--- src/rtl/circ_buf_ctrl.sv ---
// Pointer and occupancy controller for a K-in / J-out circular buffer.
// Generates the write strobe and base addresses; data words never pass through here.
module circ_buf_ctrl #(
  parameter int SIZE = 16,
  parameter int K    = 4,
  parameter int J    = 4,
  parameter int BIT  = $clog2(SIZE),
  parameter int CNT  = $clog2(SIZE + 1)
) (
  input  logic           clk,
  input  logic           rst,
  input  logic           flush,
  input  logic           in_valid,
  output logic           in_ready,
  output logic           out_valid,
  input  logic           out_ready,
  output logic           ld,
  output logic [BIT-1:0] write_add,
  output logic [BIT-1:0] read_add,
  output logic [CNT-1:0] count,
  output logic           full,
  output logic           empty
);

  localparam logic [CNT-1:0] LP_IN_MAX   = CNT'(SIZE - K);
  localparam logic [CNT-1:0] LP_J        = CNT'(J);
  localparam logic [CNT-1:0] LP_SIZE     = CNT'(SIZE);
  localparam logic [CNT:0]   LP_K_EXT    = (CNT + 1)'(K);
  localparam logic [CNT:0]   LP_J_EXT    = (CNT + 1)'(J);
  localparam logic [CNT:0]   LP_SIZE_EXT = (CNT + 1)'(SIZE);
  localparam logic [BIT-1:0] LP_K_PTR    = BIT'(K);
  localparam logic [BIT-1:0] LP_J_PTR    = BIT'(J);

  logic [BIT-1:0] r_wr_ptr;
  logic [BIT-1:0] r_rd_ptr;
  logic [CNT-1:0] r_count;
  logic           w_push;
  logic           w_pop;
  logic [CNT:0]   w_count_next;

  // Handshakes: a transfer fires on a cycle where valid && ready are both high.
  // in_ready/out_valid depend only on registered state and flush, so there is
  // no combinational path from out_ready to in_ready or from in_valid to out_valid.
  assign in_ready  = (r_count <= LP_IN_MAX) && !flush;
  assign out_valid = (r_count >= LP_J) && !flush;
  assign w_push    = in_valid && in_ready;
  assign w_pop     = out_valid && out_ready;
  assign ld        = w_push;
  assign write_add = r_wr_ptr;
  assign read_add  = r_rd_ptr;
  assign count     = r_count;
  assign full      = (r_count == LP_SIZE);
  assign empty     = (r_count == '0);

  always_comb begin
    w_count_next = {1'b0, r_count};
    if (w_push) w_count_next = w_count_next + LP_K_EXT;
    if (w_pop)  w_count_next = w_count_next - LP_J_EXT;
  end

  // Pointers wrap modulo SIZE through BIT-bit truncation.
  always_ff @(posedge clk) begin
    if (rst || flush) begin
      r_wr_ptr <= '0;
      r_rd_ptr <= '0;
      r_count  <= '0;
    end else begin
      assert (w_count_next <= LP_SIZE_EXT);
      if (w_push) r_wr_ptr <= r_wr_ptr + LP_K_PTR;
      if (w_pop)  r_rd_ptr <= r_rd_ptr + LP_J_PTR;
      r_count <= w_count_next[CNT-1:0];
    end
  end

endmodule

--- config.mk ---
export PLATFORM = sky130hd
export DESIGN_NAME = circ_buf_ctrl
export DESIGN_NICKNAME = d
export VERILOG_FILES = /design/src/rtl/circ_buf_ctrl.sv
export SDC_FILE = /design/constraint.sdc
export NUM_CORES = 1
export LEC_CHECK = 0
export ABC_AREA = 1
export CAP_MARGIN = 20
export CELL_PAD_IN_SITES_DETAIL_PLACEMENT = 0
export CELL_PAD_IN_SITES_GLOBAL_PLACEMENT = 1
export CORE_MARGIN = 4
export CORE_UTILIZATION = 38
export CTS_BUF_LIST = sky130_fd_sc_hd__clkbuf_4 sky130_fd_sc_hd__clkbuf_8
export DETAILED_ROUTE_END_ITERATION = 12
export DONT_BUFFER_PORTS = 1
export GPL_TIMING_DRIVEN = 0
export PLACE_DENSITY_LB_ADDON = 0.12
export SLEW_MARGIN = 30
export SYNTH_ARGS = -nofsm -noshare
export SYNTH_HDL_FRONTEND = slang
export SYNTH_SLANG_ARGS = --single-unit
--- constraint.sdc ---
create_clock -name clk -period 1.9 [get_ports clk]
set_input_delay 0.285 -clock clk [delete_from_list [all_inputs] [get_ports clk]]
set_output_delay 0.285 -clock clk [all_outputs]
set_load 0.01 [all_outputs]
==> results_dict.tcl, run 1 <==
set metrics [dict create \
    synth-seq-cells 7 \
    synth_top_family_by_area "simple AND/OR/NAND/NOR gates" \
    synth_top_area_frac 0.245 \
    grt_pass1_vias 441 \
    synth_xor_area_frac 0 \
    synthTopCellsByArea "dfxtp_1 (24%), ha_1 (11%), nand2_1 (9.8%)" \
    synth_edf_count 0 \
    max_stage_delay_ps 410 \
    dpl.cell_count 104 \
    synth_fa_ha_area_frac 0.109 \
    netlist_area_um2 573 \
    tns_ps 0 \
    maxSlewViolCount 0 \
    die_w_um 46.8 \
    drt_iter0_drc 8 \
    numPortBuffers 0 \
    min_path_type "in -> reg" \
    hp-start "in_valid" \
    worstSetupPathType "reg -> out" \
    crit_path_end "ld" \
    grt_pass1_wl_um 1900 \
    synth_area_per_cell_um2 6.82 \
    syn_to_final_growth_pct 25.3 \
    cts-buffers-inserted 3 \
    wl_per_cell_um 10.6 \
    fillers 135 \
    finClkSkew_ps 0.544 \
    overflow 0 \
    drc 0 \
    clock_path_buffers 2 \
    cts_tree "yes" \
    clkLatencyLatePin_ps 250 \
    powerDensity_mw_per_mm2 518 \
    max_freq_mhz 562 \
    finalCriticalPeriod_ps 1780 \
    post-place-ws_ps -101 \
    status "completed" \
    synthTopCellsByCount "nand2_1 (15), inv_1 (13), dfxtp_1 (7), nor2_1 (7)" \
    vias 532 \
    setup_ws_ps 121 \
    grtUsageTotal 0.122 \
    htreeDepth 1 \
    viasPerCell 4.71 \
    start_util 0.419 \
    r2r_setup_slack_ps 130 \
    grt_antenna_before_repair 0 \
    reg2reg_depth 12 \
    globalplace.congestion 0.686 \
    crit_fanout 7 \
    ir_worst_vdd_v 0.000274 \
    diodes 0 \
    finalSetupViolCount 0 \
    cts_sinks 7 \
    hold_viol_final 0 \
    period_share 0.936 \
    synthArstFlopShare 0 \
    dieHeight_um 46.8 \
    worstReg2RegEnd "count[4]" \
    cap_viol_max_count 0 \
    fin_area_um2 718 \
    ys.flop_type "dfxtp_1" \
    synth-simple-area-share 0.362 \
    cellLeakagePower_nw 0.368 \
    yosys_warnings 0 \
    yosysMostFrequentCell "nand2_1" \
    num_io_pins 23 \
    nNetsFinal 109 \
    crit_cells 8 \
    cp_data_arrival_time_ps 1490 \
    timing.rr.start "count[2]" \
    synth_seq_area_share 0.245 \
    wl_um 1200 \
    start_kind "register" \
    clock-root-buffer "clkbuf_4" \
    hpwl_um 916 \
    drive_gt1_frac 0.347 \
    finalPower_w 0.000372 \
    die-area_mm2 0.00219 \
    clkSlewWorstSetupHoldPaths_ps 50 \
    first_pass_iters 4 \
    cp_slowest_cell "dfxtp_4" \
    crit_start "count[2]" \
    worst_path_dominant_cell_family "flip-flops" \
    cp_cell_sequence "ha_4, ha_4, inv_2, nand3_4, nand3_4, buf_4, buf_4, inv_2" \
    synth_cells 84 \
    hold_buffers 0 \
    crit_buf_inv 4 \
    fin_cells 113 \
    grt_max_degree 11 \
    synth.largest_area_cell "dfxtp_1" \
    synth.distinct_cells 18 \
    ant_nets 0 \
    synth_compound_area_frac 0.0808 \
    postPlaceCellArea_um2 611 \
    required_ps 1620 \
    synth.area.mux_share 0 \
    end_kind "output pin" \
    rows 13 \
    core_region_area_mm2 0.00137 \
]
[layer usage]
layer,GRT usage,up-vias,wire length [µm]
met5,0,-,0
met2,0.184,15,584
met4,0.0166,0,0
met3,0.0766,0,83
met1,0.150,234,531
li1,-,283,-
[worst min-delay path by stage]
stage | slack [ps] | depth (start not counted) | to
final | 290 | 4 | count[2]
after CTS | 280 | 4 | count[2]
after detailed placement | 510 | 2 | read_add[3]
after floorplan | 480 | 2 | read_add[3]
after global placement | 490 | 2 | read_add[3]
after global routing | 300 | 4 | count[2]
[what timing repair did]
item,4_1_cts,5_1_grt
setup buffers,1,4
resized for setup,4,8
setup endpoints to repair,2,2
pin swaps,1,5
cloned,0,0
[area by class of cell]
type	count	area [µm²]	area share
Tap cell	15	18.8	0.0261
Buffer	6	45.0	0.0627
Inverter	18	67.6	0.0941
Timing Repair Buffer	5	37.5	0.0523
Multi-Input combinational cell	58	370	0.516
Sequential cell	7	149	0.207
Clock buffer	4	30.0	0.0418
[report_power, final]
group	internal, W	leakage (nW)	switching [W]	total (W)
logic	0.0000270	0.291	0.0000415	0.0000685
clock network	0.0000943	0.0184	0.0000541	0.000148
registers	0.000148	0.0587	0.00000647	0.000155
[stage by stage]
| step | hold WS [ps] | util |
|---|---|---|
| 2_1_floorplan | 477 | - |
| 3_3_place_gp | 494 | 0.447 |
| 3_5_place_dp | 506 | 0.447 |
| 4_1_cts | 279 | 0.478 |
| 5_1_grt | 305 | 0.526 |
| 6_report | 289 | 0.526 |
[cells in the final DEF (no fill, tap or decap)]
cell	count
clkbuf_4	4
o21ai_0	2
ha_4	2
nand2_2	3
a31o_2	1
inv_1	12
nand4_1	5
dfxtp_2	1
dfxtp_1	4
o21bai_1	1
inv_2	6
a21oi_2	1
nand2_1	14
conb_1	6
buf_4	11
dfxtp_4	2
and2_1	1
nand3_1	6
a21oi_1	3
nand3_4	2
nor2_1	7
ha_1	3
nand3_2	1
[registers in the layout (all words and copies together), names as in the netlist]
| register | count |
|---|---|
| read_add | 2 |
| write_add | 2 |
| count | 3 |
[kinds of logic after synthesis]
family,Yosys count
other,1
AND/OR/NAND/NOR,39
flip-flops,7
buffers and inverters,24
adder cells (fa/ha/maj),5
AO/OA/AOI/OAI,8
[worst min-delay path, cell delays in order]
cell and delay, ps:
nand4_1 60, nand3_1 70, nand2_1 60, nor2_1 30
No activity file was read; power rests on OpenSTA's default activity.
==> run 2: changes to the inputs <==
CORE_UTILIZATION = 43   (was 38)
clock period = 1.85 ns   (was 1.9 ns; I/O delays follow)
==> results_dict.tcl, run 2 (synthesized netlist as in run 1, its figures left out) <==
set metrics [dict create \
    fin_cells 109 \
    hold_viol_final 0 \
    grt_antenna_before_repair 0 \
    dpl.cell_count 103 \
    syn_to_final_growth_pct 21.8 \
    clkSlewWorstSetupHoldPaths_ps 50 \
    min_path_type "in -> reg" \
    drt_iter0_drc 8 \
    diodes 0 \
    clock-root-buffer "clkbuf_4" \
    nNetsFinal 106 \
    r2r_setup_slack_ps 110 \
    die_w_um 44.5 \
    cts_sinks 7 \
    ant_nets 0 \
    multiInputGateArea_um2 372 \
    reg2reg_depth 12 \
    grt_pass1_vias 420 \
    cts-buffers-inserted 3 \
    min_delay_path_depth 3 \
    grtUsageTotal 0.115 \
    maxSlewViolCount 0 \
    fillers 120 \
    die-area_mm2 0.00198 \
    drive_gt1_frac 0.337 \
    period_share 0.955 \
    dieHeight_um 44.5 \
    mostFrequentLayoutCells "inv_1 (12), nand2_1 (12), buf_4 (8), nor2_1 (7)" \
    grt_setup_unrepaired "true" \
    required_ps 1570 \
    hpwl_um 868 \
    finalCriticalPeriod_ps 1770 \
    rows 12 \
    cp_data_arrival_time_ps 1490 \
    max_stage_delay_ps 410 \
    start_kind "register" \
    max_freq_mhz 566 \
    ir_worst_vdd_v 0.000385 \
    clock_path_buffers 2 \
    viasPerCell 4.78 \
    core_region_area_mm2 0.00119 \
    timing.rr.start "count[2]" \
    largest_reg_flops 3 \
    powerDensity_mw_per_mm2 547 \
    clkLatencyLatePin_ps 250 \
    grt_max_degree 11 \
    start_util 0.483 \
    crit_fanout 7 \
    first_pass_iters 5 \
    cellLeakagePower_nw 0.356 \
    final_core_util 0.589 \
    cp_cell_sequence "ha_4, ha_4, inv_2, nand3_4, nand3_4, buf_4, buf_4, inv_4" \
    whs_endpoint "count[4]" \
    grt_pass1_wl_um 1700 \
    cap_viol_max_count 0 \
    worstSetupPathType "reg -> out" \
    status "completed" \
    worstReg2RegEnd "count[4]" \
    wl_um 1180 \
    seqCellArea_um2 149 \
    globalplace.congestion 0.723 \
    numPortBuffers 0 \
    drc 0 \
    overflow 0 \
    cp_slowest_cell "dfxtp_4" \
    finalSetupViolCount 0 \
    finClkSkew_ps 2.53 \
    hold_buffers 0 \
    end_kind "output pin" \
    htreeDepth 1 \
    cts_tree "yes" \
    wl_per_cell_um 10.8 \
    vias 521 \
    hp-start "out_ready" \
    num_io_pins 23 \
]
[run 2: cell count changes in the layout (fill, tap and decap cells not counted), sizes merged]
cell  delta
buf      -3
[run 2: worst max path at each step]
| stage | end | cells past startpoint | startpoint | slack, ps |
|---|---|---|---|---|
| CTS | count[3] | 13 | count[2] | 10 |
| detailed placement | count[4] | 12 | count[2] | -110 |
| global route | count[4] | 12 | count[2] | -10 |
| floorplan | count[3] | 13 | count[2] | 20 |
| global placement | count[4] | 12 | count[2] | -110 |
| finish | ld | 8 | count[2] | 80 |
[run 2: routing by layer]
layer	global-route usage	wire, µm	up-vias
li1	-	-	278
met1	0.142	525	227
met2	0.175	542	16
met3	0.0650	108	0
met4	0.0181	0	0
met5	0	0	-
[run 2: layout make-up]
cell class / count / share of cell area
buffer: 6 / 0.0645
timing repair buffer: 2 / 0.0215
tap: 14 / 0.0251
inverter: 18 / 0.100
sequential: 7 / 0.213
clock buffer: 4 / 0.0430
multi-input combinational: 58 / 0.532
[run 2: worst max-delay path, delay by kind of cell (launching register included)]
kind                     cells  cell delay, ps
flip-flops                   1             410
AND/OR/NAND/NOR              2             180
adder cells (fa/ha/maj)      2             270
buffers and inverters        4             380
[run 2: where the power goes]
part	internal, W	switching, W
logic	0.0000284	0.0000434
registers	0.000153	0.00000663
clock network	0.0000968	0.0000540
total	0.000278	0.000104
[run 2: through the flow]
step / setup TNS, ps / hold WS [ps] / power (W) / worst slack (ps) / instance area (µm²)
floorplan: 0 / 476 / 0.000219 / 24.5 / 592
global placement: -208 / 495 / 0.000227 / -110 / 609
detailed placement: -222 / 496 / 0.000228 / -114 / 609
CTS: 0 / 280 / 0.000382 / 11.4 / 652
global route: -11.5 / 310 / 0.000407 / -11.5 / 698
finish: 0 / 274 / 0.000382 / 83.2 / 698
[run 2: repair_timing]
item,CTS,global route
resized for setup,4,10
endpoints found under the setup margin,2,2
pin swaps,2,5
buffers inserted,1,1
